<file path="config.mk">
export PLATFORM = sky130hd
export DESIGN_NAME = seq_mag_comp
export DESIGN_NICKNAME = d
export VERILOG_FILES = /design/src/rtl/seq_mag_comp.sv
export SDC_FILE = /design/constraint.sdc
export NUM_CORES = 1
export LEC_CHECK = 0
export BUFFER_PORTS_ARGS = -buffer_cell sky130_fd_sc_hd__clkbuf_2
export CAP_MARGIN = 20
export CORE_ASPECT_RATIO = 0.8
export CORE_MARGIN = 2
export CORE_UTILIZATION = 58
export CTS_BUF_LIST = sky130_fd_sc_hd__clkbuf_16
export DETAILED_ROUTE_END_ITERATION = 16
export GPL_TIMING_DRIVEN = 0
export PLACE_DENSITY = 0.88
export SLEW_MARGIN = 10
export SYNTH_ARGS = -nofsm -noshare
export SYNTH_HDL_FRONTEND = slang
export SYNTH_SLANG_ARGS = --single-unit
</file>
<file path="constraint.sdc">
create_clock -name clk -period 6 [get_ports clk]
set_input_delay 0.3 -clock clk [delete_from_list [all_inputs] [get_ports clk]]
set_output_delay 0.3 -clock clk [all_outputs]
set_load 0.05 [all_outputs]
</file>
<file path="src/rtl/seq_mag_comp.sv">
// Nibble-serial unsigned magnitude comparator, LSB nibble first; result valid WIDTH/4 edges after accept.
// Single operand pair in flight: in_ready only in IDLE, result held in DONE until out_ready.
module seq_mag_comp #(
    parameter int WIDTH = 16
) (
    input  logic             clk,
    input  logic             rst_n,
    input  logic             in_valid,
    output logic             in_ready,
    input  logic [WIDTH-1:0] a,
    input  logic [WIDTH-1:0] b,
    output logic             out_valid,
    input  logic             out_ready,
    output logic             lt,
    output logic             gt,
    output logic             eq
);

    localparam int NIB = WIDTH / 4;
    localparam int IW  = $clog2(NIB + 1);
    localparam logic [IW-1:0] LAST_IDX = IW'(NIB - 1);

    typedef enum logic [1:0] {
        IDLE,
        RUN,
        DONE
    } state_t;

    state_t           r_state;
    state_t           w_state_nxt;
    logic [IW-1:0]    r_idx;
    logic [IW-1:0]    w_idx_nxt;
    logic [WIDTH-1:0] r_a;
    logic [WIDTH-1:0] r_b;
    logic [WIDTH-1:0] w_a_nxt;
    logic [WIDTH-1:0] w_b_nxt;
    logic             r_lt;
    logic             r_gt;
    logic             r_eq;
    logic             w_lt_nxt;
    logic             w_gt_nxt;
    logic             w_eq_nxt;
    logic [3:0]       w_a_nib;
    logic [3:0]       w_b_nib;

    assign w_a_nib = 4'(r_a >> {r_idx, 2'b00});
    assign w_b_nib = 4'(r_b >> {r_idx, 2'b00});

    always_ff @(posedge clk or negedge rst_n) begin
        if (!rst_n) begin
            r_state <= IDLE;
            r_idx   <= '0;
            r_a     <= '0;
            r_b     <= '0;
            r_lt    <= 1'b0;
            r_gt    <= 1'b0;
            r_eq    <= 1'b0;
        end else begin
            r_state <= w_state_nxt;
            r_idx   <= w_idx_nxt;
            r_a     <= w_a_nxt;
            r_b     <= w_b_nxt;
            r_lt    <= w_lt_nxt;
            r_gt    <= w_gt_nxt;
            r_eq    <= w_eq_nxt;
        end
    end

    always_comb begin
        w_state_nxt = r_state;
        w_idx_nxt   = r_idx;
        w_a_nxt     = r_a;
        w_b_nxt     = r_b;
        w_lt_nxt    = r_lt;
        w_gt_nxt    = r_gt;
        w_eq_nxt    = r_eq;
        in_ready    = 1'b0;
        out_valid   = 1'b0;
        case (r_state)
            IDLE: begin
                in_ready = 1'b1;
                if (in_valid) begin
                    w_a_nxt     = a;
                    w_b_nxt     = b;
                    w_lt_nxt    = 1'b0;
                    w_gt_nxt    = 1'b0;
                    w_eq_nxt    = 1'b1;
                    w_idx_nxt   = '0;
                    w_state_nxt = RUN;
                end
            end
            RUN: begin
                // Equal nibbles keep the lower-order verdict; any difference overrides it.
                if (w_a_nib > w_b_nib) begin
                    w_gt_nxt = 1'b1;
                    w_lt_nxt = 1'b0;
                    w_eq_nxt = 1'b0;
                end else if (w_a_nib < w_b_nib) begin
                    w_lt_nxt = 1'b1;
                    w_gt_nxt = 1'b0;
                    w_eq_nxt = 1'b0;
                end
                w_idx_nxt = r_idx + 1'b1;
                if (r_idx == LAST_IDX) begin
                    w_state_nxt = DONE;
                end
            end
            DONE: begin
                out_valid = 1'b1;
                if (out_ready) begin
                    w_state_nxt = IDLE;
                end
            end
            default: begin
                w_state_nxt = IDLE;
            end
        endcase
    end

    assign lt = r_lt;
    assign gt = r_gt;
    assign eq = r_eq;

endmodule
</file>
; ---- Word-level counts from Yosys, hierarchy flattened
; Index checks and enable logic that the tools add are counted.
; W data, S select, Z words.
[classes]
n_shift = 2
n_reduce_logical = 6
n_addsub = 1
mux = 18
eq_ne = 7
magnitude_cmp = 2
[ops]
columns = cell, count
row1 = $shr A16 B5 Y4, 2
row2 = $mux W1, 9
row3 = $mux W2, 3
row4 = $ne A2 B2 Y1 const B, 3
row5 = $pmux W1 S2, 3
row6 = $pmux W2 S3, 1
row7 = $pmux W3 S2, 1
row8 = $reduce_and A3 Y1, 2
row9 = $gt A4 B4 Y1, 1
row10 = $lt A4 B4 Y1, 1
row11 = $reduce_and A2 Y1, 2
row12 = $add A3 B1 Y3 const B, 1
row13 = $eq A3 B2 Y1 const B, 1
row14 = $mux W3, 1
row15 = $ne A3 B3 Y1 const B, 1
row16 = $eq A2 B1 Y1 const B, 1
row17 = $eq A2 B2 Y1 const B, 1
row18 = $logic_not A2 Y1, 1
row19 = $reduce_bool A2 Y1, 1
[word_totals]
regBits = 40
input_bits = 36
output_inout_bits = 5

; ---- Logic depth before layout (Yosys ltp)
[depth]
word_depth = 5
depth_mapped = 8

; ---- Worst setup path after synthesis
; OpenSTA, ideal clock, no wires.
[synth_path]
path_type = register to register
start = reg r_idx[0]
end = reg r_gt (netlist: gt)
setup_slack_ns = 3.651
required_time_ns = 5.879
arrival_ns = 2.228
path_stages_with_launch = 9
path_cell_list = dfrtp_1 > buf_2 > mux4_2 > and2_1 > ha_1 > a21oi_1 > nor3b_1 > o21bai_1 > a22o_1
[synth_via]
elab_chain_len = 4
elab_cells_between_ends = 8
classes_between = order compare (2) / eq/ne (1) / shift (2) / mux (2) / reduce/logical (1)
[synth_lines]
columns = element, line_no
row1 = "start, declared", 31  ; logic [IW-1:0] r_idx;
row2 = "start signal, assigned", 60  ; r_idx <= w_idx_nxt;
row3 = "$shr A16 B5 Y4, on equally long branches", "46, 47"
row4 = $gt A4 B4 Y1 or $lt A4 B4 Y1 (tied branches), "94, 98"
row5 = $ne A3 B3 Y1 (no line) or $mux W1 (tied branches), -
row6 = $reduce_and A3 Y1 (no line) or $pmux W1 S2 (tied branches), -
row7 = "end signal, assigned", 64  ; r_gt <= w_gt_nxt;
row8 = "end, declared", 38  ; logic r_gt;
; Parallel ways exist; a longest one is shown, timed or not.
; A chain may end at the register's enable or synchronous reset.

; ---- Final worst setup path
[layout_path]
start = reg r_idx[1]
end = reg r_gt (netlist: gt)
; The elaborated chain is that of the path after synthesis.

==> impl_metrics.ini <==
[cells_and_area]
fin_nets = 218
drive_above_1_share_pct = 53.4
final_cells = 218
final_core_util_pct = 71.1
area_delta_synth_final_pct = 19.2
regArea_um2 = 1000
stdcell_area_um2 = 2420
multi_input_area_um2 = 936
fill_cells = 215
antenna_cells = 0

[power]
ir_drop_mv = 0.297
power_density_nw_per_um2 = 616
clockPowerShare_pct = 16.7
switchingPower_w = 0.000508
power_frac_comb_pct = 49.9
p_leak_nw = 1.17
switching_share_pct = 34.1
p_int_w = 0.000981
sequentialPowerShare_pct = 33.4

[placement]
place.gp.congestion = 0.744
placed_area_um2 = 2280
dpl.hpwl_mm = 2.81
dp_cells = 211
io_buffers = 40
pre_cts_slack_ps = 3360

[floorplanning]
core_um2 = 3400
chipWidth_um = 70.1
dieArea_um2 = 3990
die_h_um = 56.9
start_util_pct = 59.7
placementRows = 19
io_pins = 41

[worst_setup_path]
timing.rr.end = gt
critPathLaunch = r_idx[1]
r2r_start = r_idx[1]
criticalPathCategory = register to register
cp-start-kind = register
cp.arrival_ps = 2830
end_kind = register
r2r_slack_ps = 3340
crit_required_ps = 6170
reg2regPathDepth = 8
crit_fanout = 9

[sta]
tightest_slew_ps = 989
finalCritPeriodShare_pct = 44.4
setup_violations = 0
fin_skew_ps = 4.46
fmax_mhz = 375
maxSlewViolCount = 0
setup-tns-final_ps = 0
slew_headroom_pct = 34.1
fin_crit_ps = 2660
setup_ws_ps = 3340
final_hold_viol_count = 0
rsz0062_at_grt = no

[drt]
final_antenna_net_count = 0
drtIter0Drc = 96
routedWlPerCell_um = 17.5
drt_wl_total_mm = 3.81
viasPerCell = 5.60
via_count = 1221
dr.pass1.iters = 4
drcViolationCount = 0

[clocking]
cts_hold_buffers = 0
cts_max_level = 2
cts_setup_buffers = 0
cts.root.buffer_cell = clkbuf_16
clock_latency_ps = 280
cts_buffers = 5
post_cts_resized = 0
cts.sinks = 40
cts_max_path_buffers = 2
clkTransAtPathRegs_ps = 60
cts_tree = yes

[logic_synthesis]
ys_async_sr_fraction_pct = 100
syn_avg_cell_area_um2 = 15.7
synth_enable_flop_cells = 0
yosysUniqueCellTypes = 29
synth.net_count = 171
ys_ff_latch = 40
yosysSeqAreaShare_pct = 49.4
yosys_most_used_dff = dfrtp_1
postSynthCellCount = 129
synthesis.area_um2 = 2030
ys.warnings.count = 0

[global_route]
grt_pass1_vias = 1350
grt_pass1_wl_mm = 6.51
grt_usage_pct = 22.5
grt_overflow_total = 0
antenna_found_initial = 0
grt_max_degree = 41

[status]
outcome = finished clean

[min_path]
worstHoldPathType = input port to async pin

[flow_run]
drv_cap = 0
[cell families (layout without fill, tap and decap cells)]
| logic type | Yosys count | count (layout) | share of synthesized area, % |
|---|---|---|---|
| AOI/OAI and AO/OA | 11 | 11 | 3.95 |
| DFF | 40 | 40 | 49.4 |
| muxes | 41 | 41 | 32.5 |
| buffers and inverters | 9 | 56 | 4.50 |
| and+or+nand+nor | 22 | 22 | 5.98 |
| adders and majority gates | 6 | 6 | 3.70 |
[cell usage in the layout, fill, tap and decap left out, types with 2 or more instances in the layout]
cell type  instances
nor2b_1            2
nor2_1             2
nand2_1            8
inv_1              2
o21bai_1           2
dfrtp_1           40
o21ai_0            2
clkbuf_2          40
buf_12             3
ha_1               6
mux2_2             3
mux4_2             8
mux2_4            29
a22o_1             3
clkbuf_16          5
and2_1             4
[state kept, by name (all words and copies together) (netlist names)]
register  cells
r_a          16
r_b          16
r_idx         3
r_state       2
eq            1
gt            1
lt            1
[worst max-delay path, stage by stage (launching register included)]
cell,delay [ps]
dfrtp_1,360
clkbuf_1,450
mux4_2,390
and2_1,170
ha_1,340
a21oi_1,200
nor3b_1,230
o21bai_1,160
a22o_1,250
[through the flow]
stage,total power (W),hold WS [ps]
6_report,0.00149,175
5_1_grt,0.00159,238
4_1_cts,0.00151,202
3_5_place_dp,0.00124,475
3_3_place_gp,0.00118,458
2_1_floorplan,0.00107,4.41
[synth_stat cells (all sizes together), types with 2 or more instances]
master / instances / area [µm²]
dfrtp: 40 / 1000
mux2: 32 / 469
mux4: 8 / 180
nand2: 8 / 30.0
ha: 6 / 75.1
and2: 5 / 33.8
buf: 5 / 76.3
a22o: 3 / 26.3
nor2: 3 / 13.8
inv: 2 / 7.51
nor2b: 2 / 12.5
o21ai: 2 / 10.0
o21bai: 2 / 15.0
[area by class of cell]
class | count | area share [%]
inverters | 3 | 0.466
repair buffers | 40 | 8.28
multi-input cells | 80 | 38.7
flip-flops and latches | 40 | 41.4
clock inverters | 2 | 0.517
plain buffers | 6 | 3.31
clock buffers | 5 | 5.17
well taps | 42 | 2.17
[worst max path at each step]
stage	to
after floorplan	gt
after global placement	gt
after detailed placement	gt
after CTS	gt
after global routing	gt
final	gt
[metal layers]
layer  vias to the layer above  part of all wire (%)  global-route usage, %
met1                       617                    43                   27.5
met5                         -                     0                      0
met2                        38                    50                   37.6
met4                         0                   1.2                   6.32
li1                        561                     -                      -
met3                         5                   6.3                   8.62
[power groups by stage]
stage	combinational, W	clock [W]	sequential (W)
CTS	0.000751	0.000258	0.000497
detailed placement	0.000740	0	0.000499
global route	0.000812	0.000269	0.000513
global placement	0.000700	0	0.000484
finish	0.000743	0.000249	0.000498
floorplan	0.000574	0	0.000500
(Power assumes the default switching activity.)
